File: src/rtl/speed_gate_ctrl_pkg.sv
// Shared types and defaults for the speed/barrier sequencing controller.
package speed_gate_ctrl_pkg;

  // Speed is 14400/cycles, so a result never exceeds this constant.
  localparam int unsigned SPEED_CONST     = 14400;
  localparam int unsigned WIDTH_SPEED_DEF = $clog2(SPEED_CONST + 1);
  localparam int unsigned SPEED_LIMIT_DEF = 40;
  localparam int unsigned MAX_VEH_DEF     = 3;

  typedef enum logic [2:0] {
    IDLE,
    MEASURE,
    WAIT_DONE,
    DECIDE,
    OPEN,
    REJECT
  } state_t;

  typedef struct packed {
    logic init;
    logic count;
    logic cal;
    logic up;
    logic down;
    logic en;
    logic dis;
  } cmd_t;

endpackage

File: src/rtl/speed_gate_ctrl_edge_det.sv
// Rising-edge detector for an already-synchronized sensor input.
module speed_gate_ctrl_edge_det (
  input  logic clk,
  input  logic reset,
  input  logic d,
  output logic rise
);

  logic d_q;

  // NOTE: non-blocking assignment so every flop samples pre-edge values.
  always_ff @(posedge clk) begin
    if (reset) d_q <= 1'b0;
    else       d_q <= d;
  end

  assign rise = d & ~d_q;

endmodule

File: src/rtl/speed_gate_ctrl.sv
// Sequencing FSM: sensor edges in, single-cycle datapath commands out.
module speed_gate_ctrl
  import speed_gate_ctrl_pkg::*;
#(
  parameter int unsigned WIDTH_SPEED = WIDTH_SPEED_DEF,
  parameter int unsigned SPEED_LIMIT = SPEED_LIMIT_DEF,
  parameter int unsigned MAX_VEH     = MAX_VEH_DEF,
  parameter int unsigned TIMEOUT_CYC = 100000000,
  parameter int unsigned BARRIER_CYC = 150000000
) (
  input  logic                   clk,
  input  logic                   reset,
  input  logic                   sen1,
  input  logic                   sen2,
  input  logic                   exit_sen,
  input  logic                   done,
  input  logic [WIDTH_SPEED-1:0] speed,
  input  logic [1:0]             num_veh,
  output logic                   init,
  output logic                   count,
  output logic                   cal,
  output logic                   up,
  output logic                   down,
  output logic                   en,
  output logic                   dis,
  output logic                   overspeed,
  output logic                   busy
);

  localparam logic [WIDTH_SPEED-1:0] LIMIT    = WIDTH_SPEED'(SPEED_LIMIT);
  localparam logic [1:0]             CAP      = 2'(MAX_VEH);
  localparam logic [31:0]            TMO_LAST = 32'(TIMEOUT_CYC - 1);
  localparam logic [31:0]            BAR_LAST = 32'(BARRIER_CYC - 1);

  logic sen1_rise, sen2_rise, exit_rise;

  speed_gate_ctrl_edge_det u_sen1 (.clk(clk), .reset(reset), .d(sen1),     .rise(sen1_rise));
  speed_gate_ctrl_edge_det u_sen2 (.clk(clk), .reset(reset), .d(sen2),     .rise(sen2_rise));
  speed_gate_ctrl_edge_det u_exit (.clk(clk), .reset(reset), .d(exit_sen), .rise(exit_rise));

  state_t                 state, state_d;
  cmd_t                   cmd_q, cmd_d;
  logic                   busy_q, busy_d;
  logic                   ovs_q, ovs_d;
  logic                   exit_pend, exit_pend_d;
  logic                   entry_pend, entry_pend_d;
  logic [WIDTH_SPEED-1:0] spd_q, spd_d;
  logic [31:0]            tmr;

  // NOTE: every signal gets a default first so no path through the case infers a latch.
  always_comb begin
    state_d      = state;
    cmd_d        = '0;
    ovs_d        = ovs_q;
    exit_pend_d  = exit_pend;
    entry_pend_d = entry_pend;
    spd_d        = spd_q;

    unique case (state)
      IDLE: begin
        // Exit service wins so up and down can never coincide.
        if (exit_pend) begin
          exit_pend_d = 1'b0;
          cmd_d.down  = (num_veh != 2'd0);
        end else if (sen1_rise || entry_pend) begin
          entry_pend_d = 1'b0;
          cmd_d.init   = 1'b1;
          state_d      = MEASURE;
        end
      end
      MEASURE: begin
        if (sen2_rise) begin
          cmd_d.cal = 1'b1;
          state_d   = WAIT_DONE;
        end else if (tmr == TMO_LAST) begin
          cmd_d.dis = 1'b1;
          state_d   = IDLE;
        end
      end
      WAIT_DONE: begin
        if (done) begin
          spd_d   = speed;
          state_d = DECIDE;
        end else if (tmr == TMO_LAST) begin
          cmd_d.dis = 1'b1;
          state_d   = IDLE;
        end
      end
      DECIDE: begin
        if (spd_q <= LIMIT && num_veh < CAP) begin
          cmd_d.up = 1'b1;
          state_d  = OPEN;
        end else begin
          cmd_d.dis = 1'b1;
          ovs_d     = (spd_q > LIMIT);
          state_d   = REJECT;
        end
      end
      OPEN: begin
        if (tmr == BAR_LAST) begin
          cmd_d.dis = 1'b1;
          ovs_d     = 1'b0;
          state_d   = IDLE;
        end
      end
      REJECT:  state_d = IDLE;
      default: state_d = IDLE;
    endcase

    // Level outputs follow the state they describe, one register stage later.
    cmd_d.count = (state_d == MEASURE);
    cmd_d.en    = (state_d == OPEN);
    busy_d      = (state_d != IDLE);

    if (exit_rise) exit_pend_d = 1'b1;
    if (sen1_rise && state != IDLE && state != MEASURE) entry_pend_d = 1'b1;
  end

  always_ff @(posedge clk) begin
    if (reset) begin
      state      <= IDLE;
      cmd_q      <= '0;
      busy_q     <= 1'b0;
      ovs_q      <= 1'b0;
      exit_pend  <= 1'b0;
      entry_pend <= 1'b0;
      spd_q      <= '0;
      tmr        <= '0;
    end else begin
      state      <= state_d;
      cmd_q      <= cmd_d;
      busy_q     <= busy_d;
      ovs_q      <= ovs_d;
      exit_pend  <= exit_pend_d;
      entry_pend <= entry_pend_d;
      spd_q      <= spd_d;
      // One counter serves both timeout and barrier hold; it restarts on every state entry.
      tmr        <= (state_d != state) ? '0 : tmr + 32'd1;
    end
  end

  assign init      = cmd_q.init;
  assign count     = cmd_q.count;
  assign cal       = cmd_q.cal;
  assign up        = cmd_q.up;
  assign down      = cmd_q.down;
  assign en        = cmd_q.en;
  assign dis       = cmd_q.dis;
  assign overspeed = ovs_q;
  assign busy      = busy_q;

endmodule

File: config.mk
export PLATFORM = sky130hd
export DESIGN_NAME = speed_gate_ctrl
export DESIGN_NICKNAME = d
export VERILOG_FILES = /design/src/rtl/speed_gate_ctrl_pkg.sv /design/src/rtl/speed_gate_ctrl_edge_det.sv /design/src/rtl/speed_gate_ctrl.sv
export SDC_FILE = /design/constraint.sdc
export NUM_CORES = 1
export LEC_CHECK = 0
export BUFFER_PORTS_ARGS = -buffer_cell sky130_fd_sc_hd__clkbuf_2
export CORE_AREA = 2 2 83 85
export DETAILED_ROUTE_END_ITERATION = 8
export DIE_AREA = 0 0 85 87
export PLACE_DENSITY = 0.71
export SYNTH_ARGS = -nofsm -noshare
export SYNTH_HDL_FRONTEND = slang
export SYNTH_SLANG_ARGS = --single-unit
File: constraint.sdc
create_clock -name clk -period 6.1 [get_ports clk]
set_clock_uncertainty 0.2 [all_clocks]
set_input_delay 0.305 -clock clk [delete_from_list [all_inputs] [get_ports clk]]
set_output_delay 0.305 -clock clk [all_outputs]
set_load 0.005 [all_outputs]
Yosys cells after proc, flatten, opt, wreduce, memory -nomap -nowiden
Cells that the tools add are included.
{"block": "op_classes", "order_cmp": 3, "multipliers": 0, "reduce_logical": 20, "bitwise": 10, "add_sub_neg": 1, "n_shift": 0, "eq_ne": 13, "mux": 26, "div_mod_pow": 0}
{"cell": "32-bit by 1-bit adder with 32-bit output, second input constant", "count": 1}
{"cell": "32-bit by 27-bit equality test with 1-bit output, second input constant", "count": 1}
{"cell": "32-bit by 28-bit equality test with 1-bit output, second input constant", "count": 1}
{"cell": "3-bit 2-to-1 mux", "count": 6}
{"cell": "1-bit 2-to-1 mux", "count": 17}
{"cell": "3-bit case mux with 5 select lines", "count": 1}
{"cell": "14-bit by 6-bit > comparator with 1-bit output, second input constant", "count": 1}
{"cell": "14-bit by 6-bit less-or-equal comparator with 1-bit output, second input constant", "count": 1}
{"cell": "2-bit nonzero test", "count": 5}
{"cell": "1-bit NOT", "count": 7}
{"cell": "3-bit by 1-bit equality test with 1-bit output, second input constant", "count": 2}
{"cell": "3-bit by 2-bit equality test with 1-bit output, second input constant", "count": 2}
{"cell": "3-bit equality test, second input constant", "count": 2}
{"cell": "3-bit AND reduction", "count": 2}
{"cell": "3-bit nonzero test", "count": 2}
{"cell": "2-bit OR reduction", "count": 3}
{"cell": "3-bit OR reduction", "count": 2}
{"cell": "2-bit != test, second input constant", "count": 2}
{"cell": "1-bit case mux with 4 select lines", "count": 1}
{"cell": "1-bit bitwise AND", "count": 3}
{"cell": "1-bit logical AND", "count": 3}
{"cell": "3-bit logical NOT", "count": 1}
{"cell": "3-bit by 1-bit != test with 1-bit output, second input constant", "count": 1}
{"cell": "3-bit != test", "count": 1}
{"cell": "other kinds (5)", "count": 5}
{"block": "totals", "latch_bits": 0, "output_inout_bits": 9, "reg_bits": 63, "wordCells": 90, "n_memories": 0, "in_bits": 22, "ram_bits": 0, "mem_bits_ro": 0}

Logic depth before layout (Yosys ltp)
{"block": "logic_depth", "word_depth": 8, "mapped_depth": 7, "mapped_depth_nobuf": 6}

By module
A second synthesis with hierarchy kept.
{"block": "hier_totals", "cells_unflattened": 333, "area_unflattened_um2": 3067.9}
{"module": "speed_gate_ctrl", "instances": 1, "seq_area_each_um2": 1201.2, "cells_per_inst": 324, "area_per_inst_um2": 2925.3}
{"module": "speed_gate_ctrl_edge_det", "instances": 3, "seq_area_each_um2": 20.0, "cells_per_inst": 3, "area_per_inst_um2": 47.5}

Worst setup path after synthesis
Ideal clock, no wire load.
{"block": "synth_path", "path_type": "flip-flop to flip-flop", "startpoint": "reg tmr[0]", "endpoint": "reg tmr[22]", "setup_ns": 0.132, "t_arrival_ns": 1.749, "synth_period_minus_slack_ns": 2.081, "slack_ns": 4.019, "required_ns": 5.768, "n_path_buf": 1, "stages_incl_launch_ff": 8, "path_cell_list": "dfxtp_1 > ha_1 > nand3_2 > nor4_4 > nand2_1 > nor3_2 > clkbuf_1 > nor3_1"}
{"block": "synth_via", "elab_chain_len": 6, "word_cells_on_any_way": 10, "classes_between": "add/sub: 1; eq/ne: 3; mux: 5; reduce/logical: 1"}
{"item": "start: declaration", "line": "speed_gate_ctrl.sv:48", "rtl": "logic [31:0] tmr;"}
{"item": "start signal: assignment", "line": "speed_gate_ctrl.sv:138", "rtl": "tmr <= (state_d != state) ? '0 : tmr + 32'd1;"}
{"item": "32-bit by 27-bit equality test with 1-bit output", "line": "speed_gate_ctrl.sv:75, speed_gate_ctrl.sv:84"}
{"item": "3-bit 2-to-1 mux", "line": "speed_gate_ctrl.sv:75, speed_gate_ctrl.sv:84"}
{"item": "3-bit 2-to-1 mux, on equally long branches", "line": "speed_gate_ctrl.sv:81, speed_gate_ctrl.sv:72"}
{"item": "3-bit case mux with 5 select lines", "line": "speed_gate_ctrl.sv:59", "rtl": "unique case (state)"}
{"item": "3-bit != test", "line": "speed_gate_ctrl.sv:138"}
{"item": "2-bit OR reduction (no line)"}
Several ways; a longest one is shown, not always the timed one.
A chain may end at the register's enable or synchronous reset.

Worst setup path after layout
{"block": "layout_path", "startpoint": "reg tmr[0]", "endpoint": "reg tmr[20]"}
Same word-level chain as after synthesis.

==> summary.md <==
| Metric | Value |
|---|---|
| Outcome | `finished clean` |
| Crit Path Class | `reg -> reg` |
| Vias in the first global route | `2294` |
| Die area | `7400 um^2` |
| Clk_lat worst skew | `0.35 ns` |
| Peak supply drop | `around 160 uV` |
| Worst slew margin | `0.443` |
| Total of max-cap violations | `0` |
| Slowest cell on crit path | `nor3_2` |
| Via count | `2373` |
| DRT iter0 DRCs | `122` |
| Tcrit/Tclk final | `0.452` |
| Most used flip-flop cell after synthesis | `dfxtp_1` |
| Post-synthesis sequential area ratio | `0.445` |
| Core Rows | `30` |
| Max Slew Vio Count | `0` |
| Finished Layout Cells | `442` |
| Via/cell ratio | `5.37` |
| Cells after Synth | `313` |
| Antenna violations before repair | `0` |
| Syn Nets | `approximately 340` |
| EDFF count, synth | `0` |
| Clock Tree Buf Depth | `2` |
| Fin. Hold Viols | `0` |
| Fill cells | `around 600` |
| Min-Delay Path Class | `in -> reg` |
| Grt total ovfl | `0` |
| P&R area growth vs syn | `20.1%` |
| CTS root buf | `clkbuf_8` |
| Fmax | `363 MHz` |
| Core ar. | `between 6000 and 7000 um^2` |
| Most frequent cells in the layout | `dfxtp_1, nand2_1, clkbuf_2` |
| Detailed Routing Iterations Pass 1 | `4` |
| Crit-path max cell delay | `0.66 ns` |
| CTS Sinks | `63` |
| Setup violations, final | `0` |
| Crit path buffers/inverters | `1` |
| Clock transition at path regs | `roughly 0.08 ns` |
| Final Hold Slack | `0.0138 ns` |
| Post-CTS Setup Bufs | `0` |
| GPL Wtd Cong | `0.814` |
| Crit path max fanout | `11` |
| Setup_tns | `0 ns` |
| Yosys warns | `0` |
| Ports | `31` |
| Die span in y | `approximately 87 um` |
| Routed len/inst | `13.1 um` |
| Lkg Pwr | `1.32 nW` |
| Post-synth ARST share | `0` |
| Setup crit start kind | `flip-flop` |
| H-tree level count | `3` |
| Detailed Route WL | `5.81 mm` |
| Transition time of the tightest slew-check pin | `0.832 ns` |
| Unrepaired setup endpoints after global routing | `no` |
| Antenna-violating nets left | `0` |
| Largest net degree at the start of global routing | `31` |
| First-pass GRT wire length | `10.1 mm` |
| Total CTS buffers | `9` |
| Commonest non-fill, non-tap cell in the layout | `dfxtp_1` |
| Ant. Diodes | `0` |
| Pwr dens | `between 200 and 300 nW/um^2` |
| Synthesized area | `about 2800 um^2` |
| CP top delay family | `simple AND/OR/NAND/NOR gates` |
| Starting Density | `0.431` |
| Layout cell share with drive strength beyond 1 | `0.174` |
| Worst setup EP type | `flip-flop` |
| Worst-path cell chain | `ha_1 > nand3_2 > nor4_4 > nand2_1 > nor3_2 > buf_4 > nor3_1` |
| TritonCTS clock tree | `built` |
| Data required, critical path | `between 6 and 7 ns` |
| Critical Path AT | `approximately 2.8 ns` |
| Post-DP HPWL | `3.88 mm` |
| Avg Cell Area, Syn | `about 9.0 um^2` |
| Post-Place Cells | `410` |
| Flop and latch count out of synthesis | `63` |
| Synth cell types | `roughly 50` |
| Layout Nets | `380` |
| Die width | `about 85 um` |
| All-Layer GR Usage | `0.170` |
| Final routed DRC violation total | `0` |
| Min Tclk post-route | `2.76 ns` |
| Port-buffer cells | `30` |
==> repair_timing <==
action	CTS	global route
endpoints found under the hold margin	16	0
gates resized for setup	0	0
endpoints found under the setup margin	0	0
hold buffers	16	0
==> synthesized netlist by cell type, drive strengths merged, types with 2 or more instances <==
master / count / area [um^2]
nand3: 16 / 85.1
buf: 5 / 46.3
inv: 5 / 18.8
xor2: 23 / 201
nor4: 7 / 104
o21ai: 6 / 30.0
dfxtp: 63 / 1260
nor3: 24 / 125
xnor2: 7 / 61.3
or4: 2 / 15.0
nand4: 10 / 77.6
nor4bb: 2 / 20.0
nor2b: 8 / 50.1
nor2: 24 / 92.6
a31oi: 3 / 25.0
and4: 6 / 52.6
and3: 8 / 50.1
nor3b: 4 / 35.0
nand2: 43 / 161
clkbuf: 10 / 37.5
a21oi: 19 / 95.1
==> routing by layer <==
metal | wire, um | track usage
met2 | 2840 | 0.293
met3 | 297 | 0.0531
met5 | 0 | 0
met1 | 2590 | 0.200
met4 | 78 | 0.0563
==> report_power, final <==
group	internal (mW)	leakage [nW]	switching (mW)
Clock	0.236	0.115	0.179
Combinational	0.0353	0.692	0.0444
Sequential	0.423	0.510	0.00951
==> layout make-up <==
| type | count | area, um^2 | area share |
|---|---|---|---|
| inverters | 5 | 18.8 | 0.00552 |
| clock inverters | 7 | 104 | 0.0305 |
| repair buffers | 48 | 325 | 0.0957 |
| well taps | 80 | 100 | 0.0294 |
| multi-input cells | 230 | 1470 | 0.432 |
| flip-flops and latches | 63 | 1260 | 0.371 |
| clock buffers | 9 | 124 | 0.0364 |
==> logic make-up after synthesis <==
group,Yosys count,synth area share
flip-flops,63,0.445
adder cells (fa/ha/maj),1,0.00442
XOR/XNOR,30,0.0928
AND/OR/NAND/NOR,160,0.326
buffers and inverters,20,0.0362
AO/OA/AOI/OAI,39,0.0950
==> worst paths after layout <==
path | startpoint | to | slack [ns] | cells after the start
worst max register to register | tmr[0]$_SDFF_PP0_ | tmr[20]$_SDFF_PP0_ | 3.34 | 7
worst min-delay path | sen2 | u_sen2.d_q$_SDFF_PP0_ | 0.01 | 2
worst max-delay path | tmr[0]$_SDFF_PP0_ | tmr[20]$_SDFF_PP0_ | 3.34 | 7
worst min register to register | spd_q[13]$_SDFFE_PP0P_ | spd_q[13]$_SDFFE_PP0P_ | 0.25 | 2
==> per-stage QoR <==
stage          setup WS, ns  instance area [um^2]   util  power (mW)
2_1_floorplan          4.02                  2830      -       0.497
3_3_place_gp           3.43                  3010  0.459       0.513
3_5_place_dp           3.37                  3010  0.459       0.514
4_1_cts                3.35                  3400  0.518       0.934
5_1_grt                3.13                  3400  0.518       0.963
6_report               3.34                  3400  0.518       0.927
==> sequential cells by signal, indices dropped and copies added (netlist names) <==
name and count:
tmr 32, spd_q 14, state 3, busy 1
cal 1, count 1, dis 1, down 1
en 1, entry_pend 1, exit_pend 1, init 1
overspeed 1, u_exit.d_q 1, u_sen1.d_q 1, u_sen2.d_q 1
up 1
Power figures use the tool's default switching activity.
